===== config.mk =====
export PLATFORM = sky130hd
export DESIGN_NAME = minibyte_io_responder_flat
export DESIGN_NICKNAME = d
export VERILOG_FILES = /design/src/rtl/minibyte_io_responder_pkg.sv /design/src/rtl/minibyte_io_responder_if.sv /design/src/rtl/minibyte_io_responder_uart_tx.sv /design/src/rtl/minibyte_io_responder.sv /design/src/flat_wrapper.sv
export SDC_FILE = /design/constraint.sdc
export NUM_CORES = 1
export LEC_CHECK = 0
export ABC_AREA = 1
export CORE_MARGIN = 8
export CORE_UTILIZATION = 40
export CTS_CLUSTER_SIZE = 30
export DETAILED_ROUTE_END_ITERATION = 16
export DONT_BUFFER_PORTS = 1
export HOLD_SLACK_MARGIN = 0.03
export SLEW_MARGIN = 20
export SYNTH_ARGS = -nofsm -noshare
export SYNTH_HDL_FRONTEND = slang
export SYNTH_HIERARCHICAL = 1
export SYNTH_SLANG_ARGS = --single-unit

===== constraint.sdc =====
create_clock -name clk_in -period 2 [get_ports clk_in]
set_input_delay 0.4 -clock clk_in [delete_from_list [all_inputs] [get_ports clk_in]]
set_output_delay 0.4 -clock clk_in [all_outputs]
set_load 0.005 [all_outputs]

===== src/rtl/minibyte_io_responder_pkg.sv =====
// Shared definitions for the minibyte I/O responder.
// Holds the default base address of the 8-byte register window, the
// register offsets inside that window, and the encoding of the serial
// transmitter state machine.
package minibyte_pkg;

  localparam logic [6:0] DEFAULT_BASE_ADDR = 7'h70;

  localparam logic [2:0] OFF_TXDATA   = 3'd0;
  localparam logic [2:0] OFF_STATUS   = 3'd1;
  localparam logic [2:0] OFF_TIMER    = 3'd2;
  localparam logic [2:0] OFF_PRESCALE = 3'd3;
  localparam logic [2:0] OFF_SCRATCH0 = 3'd4;
  localparam logic [2:0] OFF_SCRATCH1 = 3'd5;
  localparam logic [2:0] OFF_SCRATCH2 = 3'd6;
  localparam logic [2:0] OFF_SCRATCH3 = 3'd7;

  typedef enum logic [1:0] {
    TX_IDLE  = 2'd0,
    TX_START = 2'd1,
    TX_DATA  = 2'd2,
    TX_STOP  = 2'd3
  } tx_state_t;

endpackage


===== src/rtl/minibyte_io_responder_if.sv =====
// CPU-side bus of the minibyte I/O responder.
//   addr_in   : 7-bit CPU address
//   data_in   : 8-bit CPU write data
//   we_in     : CPU write enable (level; the responder edge-detects it)
//   data_out  : 8-bit read data towards the CPU input mux
//   drive_out : high while data_out carries valid read data
// The master modport is the CPU side, the slave modport the responder.
interface minibyte_io_responder_if;

  logic [6:0] addr_in;
  logic [7:0] data_in;
  logic       we_in;
  logic [7:0] data_out;
  logic       drive_out;

  modport master (
    output addr_in,
    output data_in,
    output we_in,
    input  data_out,
    input  drive_out
  );

  modport slave (
    input  addr_in,
    input  data_in,
    input  we_in,
    output data_out,
    output drive_out
  );

endinterface


===== src/rtl/minibyte_io_responder_uart_tx.sv =====
// 8N1 serial transmitter for the minibyte I/O responder.
//   clk_in : clock, all state changes on the rising edge
//   rst_in : asynchronous active-high reset, aborts any frame in flight
//   start  : one-cycle request to send 'data'; only honoured while idle
//   data   : byte to send, captured on the accepting edge
//   busy   : high from the cycle after acceptance until the stop bit ends
//   tx_out : serial line, idle high
// A frame is start bit, 8 data bits LSB first, stop bit, each held for
// CLKS_PER_BIT clocks.
module minibyte_uart_tx
  import minibyte_pkg::*;
#(
  parameter int CLKS_PER_BIT = 16
) (
  input  logic       clk_in,
  input  logic       rst_in,
  input  logic       start,
  input  logic [7:0] data,
  output logic       busy,
  output logic       tx_out
);

  localparam logic [7:0] LAST_CNT = 8'(CLKS_PER_BIT - 1);

  tx_state_t  state_q, state_d;
  logic [7:0] cnt_q, cnt_d;
  logic [2:0] idx_q, idx_d;
  logic [7:0] shift_q, shift_d;
  logic       bit_done;

  always_ff @(posedge clk_in or posedge rst_in) begin
    if (rst_in) begin
      state_q <= TX_IDLE;
      cnt_q   <= '0;
      idx_q   <= '0;
      shift_q <= '0;
    end else begin
      state_q <= state_d;
      cnt_q   <= cnt_d;
      idx_q   <= idx_d;
      shift_q <= shift_d;
    end
  end

  // tx_out is decoded from the state register so that reset forces the
  // line high at once, without waiting for a clock edge.
  always_comb begin
    state_d  = state_q;
    cnt_d    = cnt_q;
    idx_d    = idx_q;
    shift_d  = shift_q;
    tx_out   = 1'b1;
    busy     = (state_q != TX_IDLE);
    bit_done = (cnt_q == LAST_CNT);
    case (state_q)
      TX_IDLE: begin
        if (start) begin
          state_d = TX_START;
          cnt_d   = '0;
          idx_d   = '0;
          shift_d = data;
        end
      end
      TX_START: begin
        tx_out = 1'b0;
        if (bit_done) begin
          cnt_d   = '0;
          state_d = TX_DATA;
        end else begin
          cnt_d = cnt_q + 8'd1;
        end
      end
      TX_DATA: begin
        tx_out = shift_q[0];
        if (bit_done) begin
          cnt_d   = '0;
          shift_d = {1'b0, shift_q[7:1]};
          if (idx_q == 3'd7) begin
            state_d = TX_STOP;
          end else begin
            idx_d = idx_q + 3'd1;
          end
        end else begin
          cnt_d = cnt_q + 8'd1;
        end
      end
      TX_STOP: begin
        tx_out = 1'b1;
        if (bit_done) begin
          cnt_d   = '0;
          state_d = TX_IDLE;
        end else begin
          cnt_d = cnt_q + 8'd1;
        end
      end
      default: begin
        state_d = TX_IDLE;
      end
    endcase
  end

endmodule


===== src/rtl/minibyte_io_responder.sv =====
// Memory-mapped I/O responder: an 8-byte register window on the minibyte
// CPU bus with a serial transmitter, a prescaled 8-bit timer with sticky
// overflow flag, and four scratch registers.
//   clk_in : clock, all state on the rising edge
//   rst_in : asynchronous active-high reset
//   bus    : CPU bus (slave side): addr_in, data_in, we_in, data_out, drive_out
//   tx_out : serial 8N1 transmit line, idle high
// Map by offset: 0 TXDATA, 1 STATUS {6'b0, tmr_ovf, tx_busy}, 2 TIMER,
// 3 PRESCALE, 4-7 SCRATCH0-3.
module minibyte_io_responder
  import minibyte_pkg::*;
#(
  parameter logic [6:0] BASE_ADDR    = DEFAULT_BASE_ADDR,
  parameter int         CLKS_PER_BIT = 16
) (
  input  logic                    clk_in,
  input  logic                    rst_in,
  minibyte_io_responder_if.slave  bus,
  output logic                    tx_out
);

  logic       sel;
  logic [2:0] offset;
  logic       we_q;
  logic       wr;
  logic       wr_txdata, wr_status, wr_timer, wr_prescale, wr_scratch;
  logic       tx_start, tx_busy;
  logic       tick, ovf_set, ovf_clr;

  logic [7:0] tx_data_q;
  logic [7:0] tmr_q;
  logic [7:0] prescale_q;
  logic [7:0] pre_cnt_q;
  logic       tmr_ovf_q;
  logic [7:0] scratch_q [4];

  assign sel    = (bus.addr_in[6:3] == BASE_ADDR[6:3]);
  assign offset = bus.addr_in[2:0];

  // Only the rising edge of we_in produces a write, so a CPU that holds
  // WE for several cycles still commits exactly once.
  assign wr          = sel & bus.we_in & ~we_q;
  assign wr_txdata   = wr & (offset == OFF_TXDATA);
  assign wr_status   = wr & (offset == OFF_STATUS);
  assign wr_timer    = wr & (offset == OFF_TIMER);
  assign wr_prescale = wr & (offset == OFF_PRESCALE);
  assign wr_scratch  = wr & offset[2];

  // A TXDATA write while busy is dropped entirely, including the register.
  assign tx_start = wr_txdata & ~tx_busy;

  assign tick = (pre_cnt_q == prescale_q);

  // A TIMER load in the same cycle as a wrapping tick takes precedence,
  // so that tick cannot raise the overflow flag either.
  assign ovf_set = tick & (tmr_q == 8'hFF) & ~wr_timer;
  assign ovf_clr = wr_status & bus.data_in[1];

  // Register file, prescaler and timer.
  always_ff @(posedge clk_in or posedge rst_in) begin
    if (rst_in) begin
      we_q       <= 1'b0;
      tx_data_q  <= '0;
      tmr_q      <= '0;
      prescale_q <= '0;
      pre_cnt_q  <= '0;
      tmr_ovf_q  <= 1'b0;
      for (int i = 0; i < 4; i++) begin
        scratch_q[i] <= '0;
      end
    end else begin
      we_q <= bus.we_in;

      if (tx_start) begin
        tx_data_q <= bus.data_in;
      end

      if (wr_prescale) begin
        prescale_q <= bus.data_in;
      end

      if (wr_prescale || tick) begin
        pre_cnt_q <= '0;
      end else begin
        pre_cnt_q <= pre_cnt_q + 8'd1;
      end

      if (wr_timer) begin
        tmr_q <= bus.data_in;
      end else if (tick) begin
        tmr_q <= tmr_q + 8'd1;
      end

      // Setting beats a simultaneous clear so an overflow is never lost.
      if (ovf_set) begin
        tmr_ovf_q <= 1'b1;
      end else if (ovf_clr) begin
        tmr_ovf_q <= 1'b0;
      end

      if (wr_scratch) begin
        scratch_q[offset[1:0]] <= bus.data_in;
      end
    end
  end

  // Combinational read mux; drives only for a selected read.
  always_comb begin
    bus.data_out  = 8'h00;
    bus.drive_out = 1'b0;
    if (sel && !bus.we_in) begin
      bus.drive_out = 1'b1;
      case (offset)
        OFF_TXDATA:   bus.data_out = tx_data_q;
        OFF_STATUS:   bus.data_out = {6'b0, tmr_ovf_q, tx_busy};
        OFF_TIMER:    bus.data_out = tmr_q;
        OFF_PRESCALE: bus.data_out = prescale_q;
        default:      bus.data_out = scratch_q[offset[1:0]];
      endcase
    end
  end

  minibyte_uart_tx #(
    .CLKS_PER_BIT (CLKS_PER_BIT)
  ) u_uart_tx (
    .clk_in (clk_in),
    .rst_in (rst_in),
    .start  (tx_start),
    .data   (bus.data_in),
    .busy   (tx_busy),
    .tx_out (tx_out)
  );

endmodule


===== src/flat_wrapper.sv =====
// flat-port wrapper written by rule: the top's interface ports become plain ports
module minibyte_io_responder_flat import minibyte_pkg::*;
#(
  parameter logic [6:0] BASE_ADDR    = DEFAULT_BASE_ADDR,
  parameter int         CLKS_PER_BIT = 16
)
  (clk_in, rst_in, tx_out, bus_addr_in, bus_data_in, bus_we_in, bus_data_out, bus_drive_out);
  minibyte_io_responder_if bus_i ();
  input  logic clk_in;
  input  logic rst_in;
  output logic tx_out;
  input wire logic [$bits(bus_i.addr_in)-1:0] bus_addr_in;
  input wire logic [$bits(bus_i.data_in)-1:0] bus_data_in;
  input wire logic [$bits(bus_i.we_in)-1:0] bus_we_in;
  output wire logic [$bits(bus_i.data_out)-1:0] bus_data_out;
  output wire logic [$bits(bus_i.drive_out)-1:0] bus_drive_out;
  assign bus_i.addr_in = bus_addr_in;
  assign bus_i.data_in = bus_data_in;
  assign bus_i.we_in = bus_we_in;
  assign bus_data_out = bus_i.data_out;
  assign bus_drive_out = bus_i.drive_out;
  minibyte_io_responder #(.BASE_ADDR(BASE_ADDR), .CLKS_PER_BIT(CLKS_PER_BIT)) u_core (.clk_in(clk_in), .rst_in(rst_in), .bus(bus_i), .tx_out(tx_out));
endmodule

# After elaboration in Yosys (flattened, before gate mapping)
# Index checks and enable logic that the tools add are counted.
dict set report op_classes {
  n_addsub 4
  magnitude_cmp 2
  n_eq_ne 17
  muxes 31
  bitwise_logic 15
  reduce_logical 14
}
# cell n
set ops {}
lappend ops {{$mux W8} 11}
lappend ops {{$bwmux W32} 1}
lappend ops {{$pmux W8 S2} 2}
lappend ops {{$pmux W8 S4} 1}
lappend ops {{$add A8 B1 Y8 const B} 3}
lappend ops {{$bmux W8 S2} 1}
lappend ops {{$demux W8 S2} 1}
lappend ops {{$and A1 B1 Y1} 11}
lappend ops {{$mux W2} 5}
lappend ops {{$ne A2 B2 Y1 const B} 5}
lappend ops {{$mux W3} 3}
lappend ops {{$eq A8 B4 Y1 const B} 1}
lappend ops {{$eq A8 B8 Y1} 1}
lappend ops {{$eq A8 B8 Y1 const B} 1}
lappend ops {{$pmux W2 S4} 1}
lappend ops {{$reduce_bool A2 Y1} 4}
lappend ops {{$eq A3 B2 Y1 const B} 2}
lappend ops {{$pmux W3 S2} 1}
lappend ops {{$reduce_and A5 Y1} 1}
lappend ops {{$eq A2 B2 Y1 const B} 2}
lappend ops {{$eq A4 B4 Y1 const B} 1}
lappend ops {{$reduce_and A4 Y1} 1}
lappend ops {{$add A3 B1 Y3 const B} 1}
lappend ops {{$eq A3 B1 Y1 const B} 1}
lappend ops {{other kinds (16)} 21}
dict set report word_totals {
  register_bits 87
  in_bits 18
  output_inout_bits 10
  wordCells 97
}

# Longest topological paths before layout
dict set report logic_depth {
  depth_word 7
  mapped_depth 14
  ltp_nobuf 13
}

# By module
# Netlist, hierarchy kept.
# mod n_inst cells_each area_each_um2 seq_area_each_um2
set by_module_without_submodules {}
lappend by_module_without_submodules {minibyte_io_responder 1 434 3585.9 1651.6}
lappend by_module_without_submodules {minibyte_uart_tx 1 157 1208.7 525.5}

# Least setup slack after synthesis
# No wires, ideal clock.
dict set report synth_timing {
  kind {register to register}
  start {register u_core.u_uart_tx.state_q[0]}
  end {register u_core.u_uart_tx.shift_q[0]}
  setup_ns 0.117
  arrival_ns 1.921
  required_ns 1.883
  path_slack_ns -0.038
  path_stages_with_launch 15
  synth_period_minus_slack_ns 2.038
  path_cell_list {dfrtp_1 inv_1 ha_1 inv_1 inv_1 nand4_2 buf_2 inv_2 inv_1 nand2_1 inv_2 nor2_8 nand2_2 nand2_1 nand2_1}
}
dict set report synth_between {
  elab_chain_len 5
  word_cells_on_any_way 10
}
# item line
set synth_lines {}
lappend synth_lines {{start, declared} minibyte_io_responder_uart_tx.sv:25} ;# tx_state_t state_q, state_d;
lappend synth_lines {{start signal, assigned} minibyte_io_responder_uart_tx.sv:38} ;# state_q <= state_d;
lappend synth_lines {{$reduce_bool A2 Y1} minibyte_io_responder_uart_tx.sv:53} ;# busy = (state_q != TX_IDLE);
lappend synth_lines {{named net u_core.tx_busy} minibyte_io_responder.sv:27} ;# logic tx_start, tx_busy;
lappend synth_lines {{$not A1 Y1} minibyte_io_responder.sv:50} ;# assign tx_start = wr_txdata & ~tx_busy;
lappend synth_lines {{$and A1 B1 Y1} minibyte_io_responder.sv:50}
lappend synth_lines {{named net u_core.tx_start} minibyte_io_responder.sv:27}
lappend synth_lines {{$ne A2 B1 Y1 (no source line)} n/a}
lappend synth_lines {{$reduce_and A3 Y1 (no source line)} n/a}
lappend synth_lines {{end signal, assigned} minibyte_io_responder_uart_tx.sv:41} ;# shift_q <= shift_d;
lappend synth_lines {{end, declared} minibyte_io_responder_uart_tx.sv:28} ;# logic [7:0] shift_q, shift_d;
# The timed path passes the listed nets, and every way through them passes these cells.
# A chain may end at the register's enable or synchronous reset.

# Worst setup path after layout
dict set report layout_timing {
  start {register u_core.u_uart_tx.state_q[0]}
  end {output bus_data_out[0]}
}
dict set report layout_between {
  elab_chain_len 3
}
# item line
set layout_lines {}
lappend layout_lines {{$reduce_bool A2 Y1} minibyte_io_responder_uart_tx.sv:53}
lappend layout_lines {{named net u_core.tx_busy} minibyte_io_responder.sv:27}
lappend layout_lines {{$pmux W8 S4} minibyte_io_responder.sv:113} ;# case (offset)
lappend layout_lines {{$mux W8} minibyte_io_responder.sv:111} ;# if (sel && !bus.we_in) begin
lappend layout_lines {{end, declared} flat_wrapper.sv:15} ;# output wire logic [$bits(bus_i.data_out)-1:0] bus_data_out;
# The timed path passes the listed nets, and every way through them passes these cells.

==> results.cfg <==
[outcome]
outcome = completed

[logic_synthesis]
ys_seq_area_frac = 0.454
syn_inst = 591
synth_area_leaders = dfrtp_1, nand2_1, o21ai_2
ys_ff_latch = 87
ys_types = 34
syn-num-nets = 619
synth-main-ff-cell = dfrtp_1
ys_warn_count = 6
synth_edf_count = 0
avgSynthCellArea_um2 = 8.11
async_flop_share = 1.00
syn_area_um2 = 4790
yosys.area.top_type = dfrtp_1
synth_top_area_share = 0.454

[worst_setup_path]
worst_path_max_delay_cell = dfrtp_1
critPathBufInv = 3
worstPathArrival_ps = 1530
path_delay_family = flip-flops
end_kind = output pin
worst-setup-path-type = reg -> out
worstPathMaxFanout = 3
crit_chain = inv_2, ha_4, inv_4, inv_2, o211ai_1, o21ai_1, nor2_2
cp_slowest_stage_delay_ps = 360
required_ps = 1600
startpoint_type = flop
cp_common_cell = inv_2

[placement]
gp_congestion = 0.811
port_buffers = 0
dp_slack_ps = 50.6
place_inst = 738
dp_hpwl_mm = 8.30

[route]
drtAntennaViolNets = 0
vias_per_cell = 5.13
routedWlPerCell_um = 15.1
drt-initial-drc-count = 242
drt-met1-wl_mm = 5.35
num_vias = 3886
wl_met3_um = 414
routed_wl_mm = 11.5
drc = 0
highest_layer = met4
wl_met2_mm = 5.57
first_pass_iters = 4

[global_route]
grt_max_degree = 67
antenna_found_initial = 0
grt_util_all_layers = 0.154
grt_pass1_vias = 3737
overflow = 0
grt_pass1_wl_mm = 19.4

[sta]
max_freq_mhz = 517
final_hold_viol_count = 0
clock_skew_ps = 8.58
slew_viol_final = 0
layout_min_cycle_time_ps = 1930
worst_pin_slew_ps = 513
whs_ps = 82.2
max_slew_margin = 0.657
rsz0062_at_grt = true
min_period_over_period = 0.967
fin_ws_ps = 65.1
finalSetupViolations = 0

[clocking]
clk_latency_ps = 350
ctsLongestPathBuffers = 2
clock_sinks = 87
htreeDepth = 3
cts_tree = yes
cts-root-buf = clkbuf_16
clk_pin_slew_ps = 60
cts_buffers = 9

[floorplanning]
io_pins = 28
die_y_um = 125
rows = 40
start_util = 0.404
die_w_um = 125
die_area_um2 = 15700
core_um2 = 11900

[power]
vdd_drop_max_uv = 921
power_density_nw_per_um2 = 1080
leakagePower_uw = 0.00270

[layout]
drive_above_1_share = 0.175
regArea_um2 = 2180
final_nets = 634
multi_input_area_um2 = 2350
fill_cells = 1161
area_growth_syn_to_layout_pct = 11.7
layout.cells.non_filler = 758
diodes = 0

[worst_hold_path]
holdCritPathClass = in -> reg

[job]
maxCapViolCount = 0
worst paths after layout:
path,from,end,slack [ps],depth (start not counted)
worst max-delay path,u_core/u_uart_tx/state_q[0],bus_data_out[0],70,7
worst min-delay path,bus_we_in,u_core/we_q,80,0
worst max register to register,u_core/u_uart_tx/state_q[0],u_core/u_uart_tx/shift_q[0],230,13
worst min register to register,u_core/u_uart_tx/shift_q[0],u_core/u_uart_tx/shift_q[0],480,2
max in group asynchronous,rst_in,u_core/tmr_ovf_q,1070,3
min in group asynchronous,rst_in,u_core/u_uart_tx/cnt_q[5],590,3
cell usage in the layout, fill, tap and decap left out, types with 2 or more instances in the layout:
cell type / Yosys / layout
buf_4: 0 / 17
o21bai_1: 2 / 2
nor2_2: 2 / 3
xnor2_1: 4 / 4
o21ai_1: 21 / 22
nand2_2: 6 / 7
o21ai_2: 32 / 32
nor3_1: 4 / 4
nand2_1: 196 / 195
o211ai_1: 2 / 2
nor2_8: 4 / 4
nor2_1: 55 / 54
a21oi_1: 4 / 4
dfrtp_1: 87 / 87
o22ai_1: 16 / 16
o21ai_0: 10 / 9
ha_1: 10 / 9
xor2_1: 7 / 7
inv_1: 39 / 34
clkbuf_16: 0 / 9
clkinvlp_4: 0 / 2
nand4_1: 10 / 10
o2111ai_1: 3 / 3
nand3_1: 38 / 38
nand2_4: 5 / 5
nor2_4: 2 / 2
inv_6: 0 / 2
inv_2: 10 / 13
where the power goes:
| group | total [µW] | internal, µW | switching, µW | leakage (µW) |
|---|---|---|---|---|
| Clock | 1690 | 977 | 710 | 0.000143 |
| Combinational | 1770 | 644 | 1120 | 0.00139 |
| Sequential | 2310 | 2060 | 252 | 0.00117 |
| Total | 5760 | 3680 | 2090 | 0.00270 |
cell type report:
type                            count  share of cell area
Multi-Input combinational cell    440               0.439
Sequential cell                    87               0.407
Clock buffer                       10              0.0428
Inverter                           49              0.0355
Tap cell                          147              0.0343
Timing Repair Buffer               19              0.0294
Clock inverter                      6              0.0129
synth_stat cells (2+ instances only):
library cell and n:
a21oi_1 4, buf_2 7, buf_6 5, clkbuf_1 3, dfrtp_1 87, ha_1 10, inv_1 39, inv_2 10
nand2_1 196, nand2_2 6, nand2_4 5, nand3_1 38, nand4_1 10, nor2_1 55, nor2_2 2, nor2_4 2
nor2_8 4, nor3_1 4, o2111ai_1 3, o211ai_1 2, o21ai_0 10, o21ai_1 21, o21ai_2 32, o21bai_1 2
o22ai_1 16, xnor2_1 4, xor2_1 7
repair_timing:
action | 4_1_cts | 5_1_grt
setup endpoints to repair | 1 | 10
setup buffers | 3 | 0
hold endpoints to repair | 34 | 0
cloned | 0 | 0
pin swaps | 4 | 3
resized for setup | 5 | 4
hold buffers | 1 | 0
routing by layer:
metal  global-route usage  vias to the layer above
met5                    0                        -
met4               0.0451                        0
met3               0.0408                       12
met2                0.254                       48
met1                0.194                     1872
li1                     -                     1954
metrics by stage:
step / setup TNS, ps / instance area [µm²] / total power (µW) / utilization
global placement: 0 / 5010 / 3950 / 0.422
global route: -38.1 / 5360 / 6210 / 0.451
finish: 0 / 5360 / 5760 / 0.451
detailed placement: 0 / 5010 / 4010 / 0.422
CTS: 0 / 5340 / 5790 / 0.450
floorplan: 0 / 4800 / 3630 / -
cells by family after synthesis:
logic type / count (synthesis) / synth area share
AOI/OAI and AO/OA: 91 / 0.129
xor gates and xnor gates: 11 / 0.0201
adders and majority gates: 10 / 0.0261
buffers and inverters: 64 / 0.0598
DFF: 87 / 0.454
and+or+nand+nor: 328 / 0.311
state kept, by name, indices dropped and copies added (netlist names):
name,flops
u_core/u_uart_tx/state_q,2
u_core/scratch_q,32
u_core/pre_cnt_q,8
u_core/tmr_q,8
u_core/tx_data_q,8
u_core/we_q,1
u_core/u_uart_tx/shift_q,8
u_core/u_uart_tx/idx_q,3
u_core/u_uart_tx/cnt_q,8
u_core/prescale_q,8
u_core/tmr_ovf_q,1
No activity file was read; power rests on OpenSTA's default activity.
